### src/rtl/counter_ctrl_pkg.sv
// rtl/counter_ctrl_pkg.sv - shared types and seven-segment constants for counter_ctrl
package counter_ctrl_pkg;

    typedef enum logic [1:0] {
        IDLE  = 2'd0,
        RUN   = 2'd1,
        PAUSE = 2'd2,
        DONE  = 2'd3
    } state_t;

    localparam logic [6:0] SEG_BLANK = 7'b1111111;

    // Segments a..g MSB-first, active-low
    localparam logic [6:0] SEG_DIGIT [0:9] = '{
        7'b0000001, 7'b1001111, 7'b0010010, 7'b0000110, 7'b1001100,
        7'b0100100, 7'b0100000, 7'b0001111, 7'b0000000, 7'b0000100
    };

endpackage

### src/rtl/counter_ctrl_if.sv
// rtl/counter_ctrl_if.sv - command and display bus between controller and its driver
interface counter_ctrl_if;
    logic        start;
    logic        pause;
    logic        clear;
    logic        dir;
    logic        wrap_en;
    logic [13:0] seg;
    logic [6:0]  count;
    logic        running;
    logic        at_limit;

    modport slave (
        input  start, pause, clear, dir, wrap_en,
        output seg, count, running, at_limit
    );

    modport master (
        output start, pause, clear, dir, wrap_en,
        input  seg, count, running, at_limit
    );
endinterface

### src/rtl/bcd_to_seg7.sv
// rtl/bcd_to_seg7.sv - decimal digit to active-low seven-segment pattern
module bcd_to_seg7
    import counter_ctrl_pkg::*;
(
    input  logic [3:0] i_digit,
    output logic [6:0] o_seg
);
    assign o_seg = (i_digit <= 4'd9) ? SEG_DIGIT[i_digit] : SEG_BLANK;
endmodule

### src/rtl/counter_ctrl.sv
// rtl/counter_ctrl.sv - start/pause/clear sequenced up/down counter with two-digit display
module counter_ctrl
    import counter_ctrl_pkg::*;
#(
    parameter int PRESCALE  = 4,
    parameter int MAX_COUNT = 99
) (
    input  logic          clk,
    input  logic          rst,
    counter_ctrl_if.slave bus
);
    localparam int             PW      = $clog2(PRESCALE) + 1;
    localparam logic [PW-1:0]  PS_LAST = PW'(PRESCALE - 1);
    localparam logic [6:0]     CNT_MAX = 7'(MAX_COUNT);

    state_t        r_state, w_state_nxt;
    logic [PW-1:0] r_presc, w_presc_nxt;
    logic [6:0]    r_count, w_count_nxt;
    logic          r_at_limit, w_at_limit_nxt;
    logic          w_tick;
    logic          w_lim;
    logic          w_go;
    logic [3:0]    w_tens;
    logic [3:0]    w_units;
    logic [6:0]    w_seg_tens;
    logic [6:0]    w_seg_units;

    assign w_tick = (r_state == RUN) && (r_presc == PS_LAST);
    assign w_lim  = bus.dir ? (r_count == CNT_MAX) : (r_count == 7'd0);
    assign w_go   = bus.start && !bus.pause;

    always_ff @(posedge clk) begin
        if (rst) begin
            r_state    <= IDLE;
            r_presc    <= '0;
            r_count    <= 7'd0;
            r_at_limit <= 1'b0;
        end else begin
            r_state    <= w_state_nxt;
            r_presc    <= w_presc_nxt;
            r_count    <= w_count_nxt;
            r_at_limit <= w_at_limit_nxt;
        end
    end

    always_comb begin
        w_state_nxt = r_state;
        w_presc_nxt = r_presc;
        w_count_nxt = r_count;
        case (r_state)
            IDLE:  if (w_go) w_state_nxt = RUN;
            RUN: begin
                if (bus.pause)
                    w_state_nxt = PAUSE;
                else if (w_tick && w_lim && !bus.wrap_en)
                    w_state_nxt = DONE;
                w_presc_nxt = w_tick ? '0 : r_presc + 1'b1;
            end
            PAUSE: if (w_go) w_state_nxt = RUN;
            // Leaving DONE needs a direction that points away from the held limit
            DONE:  if (w_go && !w_lim) w_state_nxt = RUN;
            default: w_state_nxt = IDLE;
        endcase
        if (w_tick) begin
            if (!w_lim)
                w_count_nxt = bus.dir ? r_count + 7'd1 : r_count - 7'd1;
            else if (bus.wrap_en)
                w_count_nxt = bus.dir ? 7'd0 : CNT_MAX;
        end
        if (bus.clear) begin
            w_state_nxt = IDLE;
            w_presc_nxt = '0;
            w_count_nxt = 7'd0;
        end
        w_at_limit_nxt = bus.dir ? (w_count_nxt == CNT_MAX) : (w_count_nxt == 7'd0);
    end

    // Decimal split by comparing against multiples of ten
    always_comb begin
        w_tens = 4'd0;
        for (int k = 1; k < 10; k++) begin
            if (r_count >= 7'(10 * k))
                w_tens = 4'(k);
        end
        w_units = 4'(r_count - 7'(10 * w_tens));
    end

    bcd_to_seg7 u_seg_tens (
        .i_digit (w_tens),
        .o_seg   (w_seg_tens)
    );

    bcd_to_seg7 u_seg_units (
        .i_digit (w_units),
        .o_seg   (w_seg_units)
    );

    assign bus.seg      = {(r_count < 7'd10) ? SEG_BLANK : w_seg_tens, w_seg_units};
    assign bus.count    = r_count;
    assign bus.running  = (r_state == RUN);
    assign bus.at_limit = r_at_limit;

endmodule

### src/flat_wrapper.sv
// flat-port wrapper written by rule: the top's interface ports become plain ports
module counter_ctrl_flat import counter_ctrl_pkg::*;
#(
    parameter int PRESCALE  = 4,
    parameter int MAX_COUNT = 99
)
  (clk, rst, bus_start, bus_pause, bus_clear, bus_dir, bus_wrap_en, bus_seg, bus_count, bus_running, bus_at_limit);
  counter_ctrl_if bus_i ();
  input  logic clk;
  input  logic rst;
  input wire logic [$bits(bus_i.start)-1:0] bus_start;
  input wire logic [$bits(bus_i.pause)-1:0] bus_pause;
  input wire logic [$bits(bus_i.clear)-1:0] bus_clear;
  input wire logic [$bits(bus_i.dir)-1:0] bus_dir;
  input wire logic [$bits(bus_i.wrap_en)-1:0] bus_wrap_en;
  output wire logic [$bits(bus_i.seg)-1:0] bus_seg;
  output wire logic [$bits(bus_i.count)-1:0] bus_count;
  output wire logic [$bits(bus_i.running)-1:0] bus_running;
  output wire logic [$bits(bus_i.at_limit)-1:0] bus_at_limit;
  assign bus_i.start = bus_start;
  assign bus_i.pause = bus_pause;
  assign bus_i.clear = bus_clear;
  assign bus_i.dir = bus_dir;
  assign bus_i.wrap_en = bus_wrap_en;
  assign bus_seg = bus_i.seg;
  assign bus_count = bus_i.count;
  assign bus_running = bus_i.running;
  assign bus_at_limit = bus_i.at_limit;
  counter_ctrl #(.PRESCALE(PRESCALE), .MAX_COUNT(MAX_COUNT)) u_core (.clk(clk), .rst(rst), .bus(bus_i));
endmodule
### config.mk
export PLATFORM = sky130hd
export DESIGN_NAME = counter_ctrl_flat
export DESIGN_NICKNAME = d
export VERILOG_FILES = /design/src/rtl/counter_ctrl_pkg.sv /design/src/rtl/counter_ctrl_if.sv /design/src/rtl/bcd_to_seg7.sv /design/src/rtl/counter_ctrl.sv /design/src/flat_wrapper.sv
export SDC_FILE = /design/constraint.sdc
export NUM_CORES = 1
export LEC_CHECK = 0
export CAP_MARGIN = 20
export CORE_MARGIN = 1.5
export CORE_UTILIZATION = 49
export CTS_BUF_LIST = sky130_fd_sc_hd__clkbuf_2
export CTS_CLUSTER_SIZE = 20
export DETAILED_ROUTE_END_ITERATION = 8
export PLACE_DENSITY_LB_ADDON = 0.1
export REMOVE_ABC_BUFFERS = 1
export SLEW_MARGIN = 40
export SYNTH_ARGS = -nofsm -noshare
export SYNTH_HDL_FRONTEND = slang
export SYNTH_SLANG_ARGS = --single-unit
### constraint.sdc
create_clock -name clk -period 3.8 [get_ports clk]
set_clock_uncertainty 0.1 [all_clocks]
set_input_delay 0.38 -clock clk [delete_from_list [all_inputs] [get_ports clk]]
set_output_delay 0.38 -clock clk [all_outputs]
set_load 0.05 [all_outputs]
==> results of run 1 <==
[state kept, by name, summed over array words and instances, names as in the netlist]
name / cells
u_core.bus.count: 7
u_core.r_presc: 3
u_core.bus.at_limit: 1
u_core.r_state: 2
[final cells by class]
type                            instances  area (um^2)
Sequential cell                        13        267.8
Multi-Input combinational cell        180         1351
Tap cell                               44        55.05
Timing Repair Buffer                   46        505.5
Inverter                               14        52.55
Fill cell                             246        875.8
Clock buffer                            4        20.02
[worst min-delay path: cells and delay by family (launching register included)]
family          cells  cell delay, ns
flops               1            0.35
compound gates      1            0.04
buf+inv             1            0.05
[final timing paths]
kind	start	endpoint	slack [ns]	cells past startpoint
worst max register to register	u_core.bus.count[2]$_SDFF_PP0_	u_core.bus.at_limit$_SDFF_PP0_	0.63	9
worst min-delay path	u_core.r_presc[2]$_SDFFE_PP0P_	u_core.r_presc[2]$_SDFFE_PP0P_	0.37	2
worst max-delay path	u_core.bus.count[5]$_SDFF_PP0_	bus_seg[0]	0.13	15
worst min register to register	u_core.r_presc[2]$_SDFFE_PP0P_	u_core.r_presc[2]$_SDFFE_PP0P_	0.37	2
[routing by layer]
layer | share of wire (%) | vias to the layer above | routed length [um]
li1 | - | 881 | -
met3 | 3.9 | 2 | 178
met2 | 51 | 58 | 2297
met5 | 0 | - | 0
met1 | 45 | 892 | 2040
met4 | 0.15 | 0 | 7
[per-stage QoR]
| stage | setup TNS (ns) | util (%) | cell area [um^2] | cells | hold slack (ns) |
|---|---|---|---|---|---|
| global placement | 0 | 68.52 | 2143 | 293 | 0.3250 |
| floorplan | -5.758 | - | 1610 | 207 | 0.3136 |
| global route | -0.01806 | 72.00 | 2252 | 301 | 0.3888 |
| detailed placement | -0.4180 | 68.52 | 2143 | 293 | 0.3485 |
| finish | 0 | 72.00 | 2252 | 301 | 0.3655 |
| CTS | 0 | 70.84 | 2216 | 300 | 0.3665 |
[placed cells by master, fill, tap and decap left out, types with 3 or more instances in the layout]
master	instances
nand3b_1	3
inv_1	14
nor2b_1	9
a211o_1	3
clkbuf_2	4
dfxtp_1	11
buf_4	20
o22ai_1	3
nor2_1	22
nand2_1	11
ha_1	18
o21ai_0	16
buf_12	10
clkdlybuf4s50_1	15
nand3_1	6
mux2i_1	5
a21oi_1	13
or2_2	4
nor3b_1	3
a22oi_1	3
nor3_1	5
nand2b_1	4
[power breakdown]
group	internal (uW)	total, uW	switching [uW]
clock network	27.9	71.6	43.7
registers	136	137	0.776
logic	19.3	41.6	22.3
total	183	250	66.8
[Yosys cell counts (2+ instances only)]
library cell	number	area, um^2
nand3b_1	3	22.52
buf_2	3	15.01
clkbuf_1	6	22.52
nor3_1	7	35.03
o21ai_0	17	85.08
a21oi_1	13	65.06
dfxtp_1	13	260.3
a31oi_1	2	12.51
nor2_1	22	82.58
nor2b_1	9	56.30
nand2b_1	6	37.54
nand3_1	6	30.03
or2_2	4	25.02
o311ai_0	2	17.52
xnor2_1	4	35.03
a311oi_1	2	17.52
a22oi_1	3	22.52
ha_1	18	225.2
nand2_1	11	41.29
a211oi_1	2	15.01
fa_1	2	40.04
a31o_2	2	17.52
nor3b_1	4	30.03
a211o_1	3	26.28
xor2_1	2	17.52
o221ai_1	2	17.52
mux2i_1	5	50.05
o22ai_1	3	18.77
inv_1	14	52.55
[timing repair]
item,in CTS,in global routing
pin swaps,1,3
setup buffers,3,1
resized for setup,7,8
setup endpoints to repair,7,9
[cell families after synthesis]
group,Yosys count,synth area share [%]
flops,13,15.69
simple gates,79,25.64
fa+ha+maj,20,15.99
buf+inv,24,6.108
mux,7,5.053
xor+xnor,6,3.167
compound gates,68,28.36
==> flow_summary.ini, run 1 <==
[timing]
post-route-min-period_ns = 3.672
period_share_pct = 96.64
finalHoldViolCount = 0
fmax_mhz = 272.3
slew_violations = 0
slew_headroom_pct = 62.89
setup_ws_ns = 0.1278
worstMarginPinSlew_ns = 0.5559
finalSetupViolCount = 0

[power_and_ir_drop]
powerDensity_nw_per_um2 = 111.0
ir_drop_mv = 0.1686
finalPower_uw = 250.0
p_leak_uw = 0.0009257

[worst_setup_path]
crit_arrival_ns = 3.19
crit_path_end_kind = output pin
critical_path_class = reg -> out
crit_fanout = 7
crit_required_ns = 3.32
crit_path_start_kind = flop
cp_num_buf_inv = 3
crit_top_cell = xnor2_2
max_stage_delay_ns = 0.41
slowest_stage = dfxtp_4
path_delay_family = compound AO/OA/AOI/OAI gates
crit_chain = nand2b_4, o21ai_0, a22o_1, a22oi_1, nor2_1, nor3_2, ha_1, inv_1, fa_2, xnor2_2, xnor2_2, buf_2, nand2b_1, a31oi_2, buf_12

[floorplan]
die_y_um = 61.19
die_area_um2 = 3744
placement_rows = 20
start_util_pct = 53.04
io_pins = 30
core_area_um2 = 3128
die_x_um = 61.19

[global_routing]
grt_util_met3_pct = 3.992
met1_usage_pct = 31.28
grt_overflow_total = 0
grt_pass1_wl_mm = 7.224
antenna_found_initial = 0
grt_max_degree = 16
grt_use_met2_pct = 46.20
top_usage_layer = met2
grt_usage_pct = 25.07
grt_pass1_vias = 1633

[placed_design]
place_congestion = 0.8896
dp.final_hpwl_mm = 3.336
pre_cts_ws_ns = -0.1047
portBuffers = 29

[cells_and_area]
drive_gt1_share_pct = 23.74
diodes = 0
final_nets = 285
areaGrowthSynthToFinish_pct = 35.75

[cts]
h-tree-depth = 1
cts_tree = done
insertion_delay_ns = 0.27
cts_root_buf = clkbuf_2
clk_path_buf_depth = 2
cts.sinks = 13
clk_pin_slew_ns = 0.12
hold_buffers = 0
cts_buffers = 3

[synthesis]
synth-edff-count = 0
synthesis.area_um2 = 1659
async_flop_share_pct = 0
synth_warnings = 0
ys_seq_area_share_pct = 15.69
avgSynthCellArea_um2 = 7.646
synth_cells = 217
synth-seq-cells = 13
yosysUniqueCellTypes = 56
synth_flop_cell = dfxtp_1

[detailed_routing]
wirelength_mm = 4.523
ant_nets = 0
first_pass_iters = 4
vias = 1833
post_drt_wl_per_cell_um = 15.03
drc = 0
avgViaCountPerCell = 6.090
drtIter0Drc = 146

[run]
max_cap_violations = 0

[outcome]
status = complete, no violations

[min_path]
min_path_type = reg -> reg
Power figures use the tool's default switching activity.
==> inputs of run 2 (changes only) <==
--- a/config.mk
+++ b/config.mk
@@ -5,7 +5,7 @@
 export SDC_FILE = /design/constraint.sdc
 export NUM_CORES = 1
 export LEC_CHECK = 0
-export CAP_MARGIN = 20
+export CAP_MARGIN = 5
 export CORE_MARGIN = 1.5
 export CORE_UTILIZATION = 49
 export CTS_BUF_LIST = sky130_fd_sc_hd__clkbuf_2
@@ -17,3 +17,4 @@
 export SYNTH_ARGS = -nofsm -noshare
 export SYNTH_HDL_FRONTEND = slang
 export SYNTH_SLANG_ARGS = --single-unit
+export TNS_END_PERCENT = 1
==> results of run 2 <==
The final DEF is identical to that of run 1; final timing and power are the same.
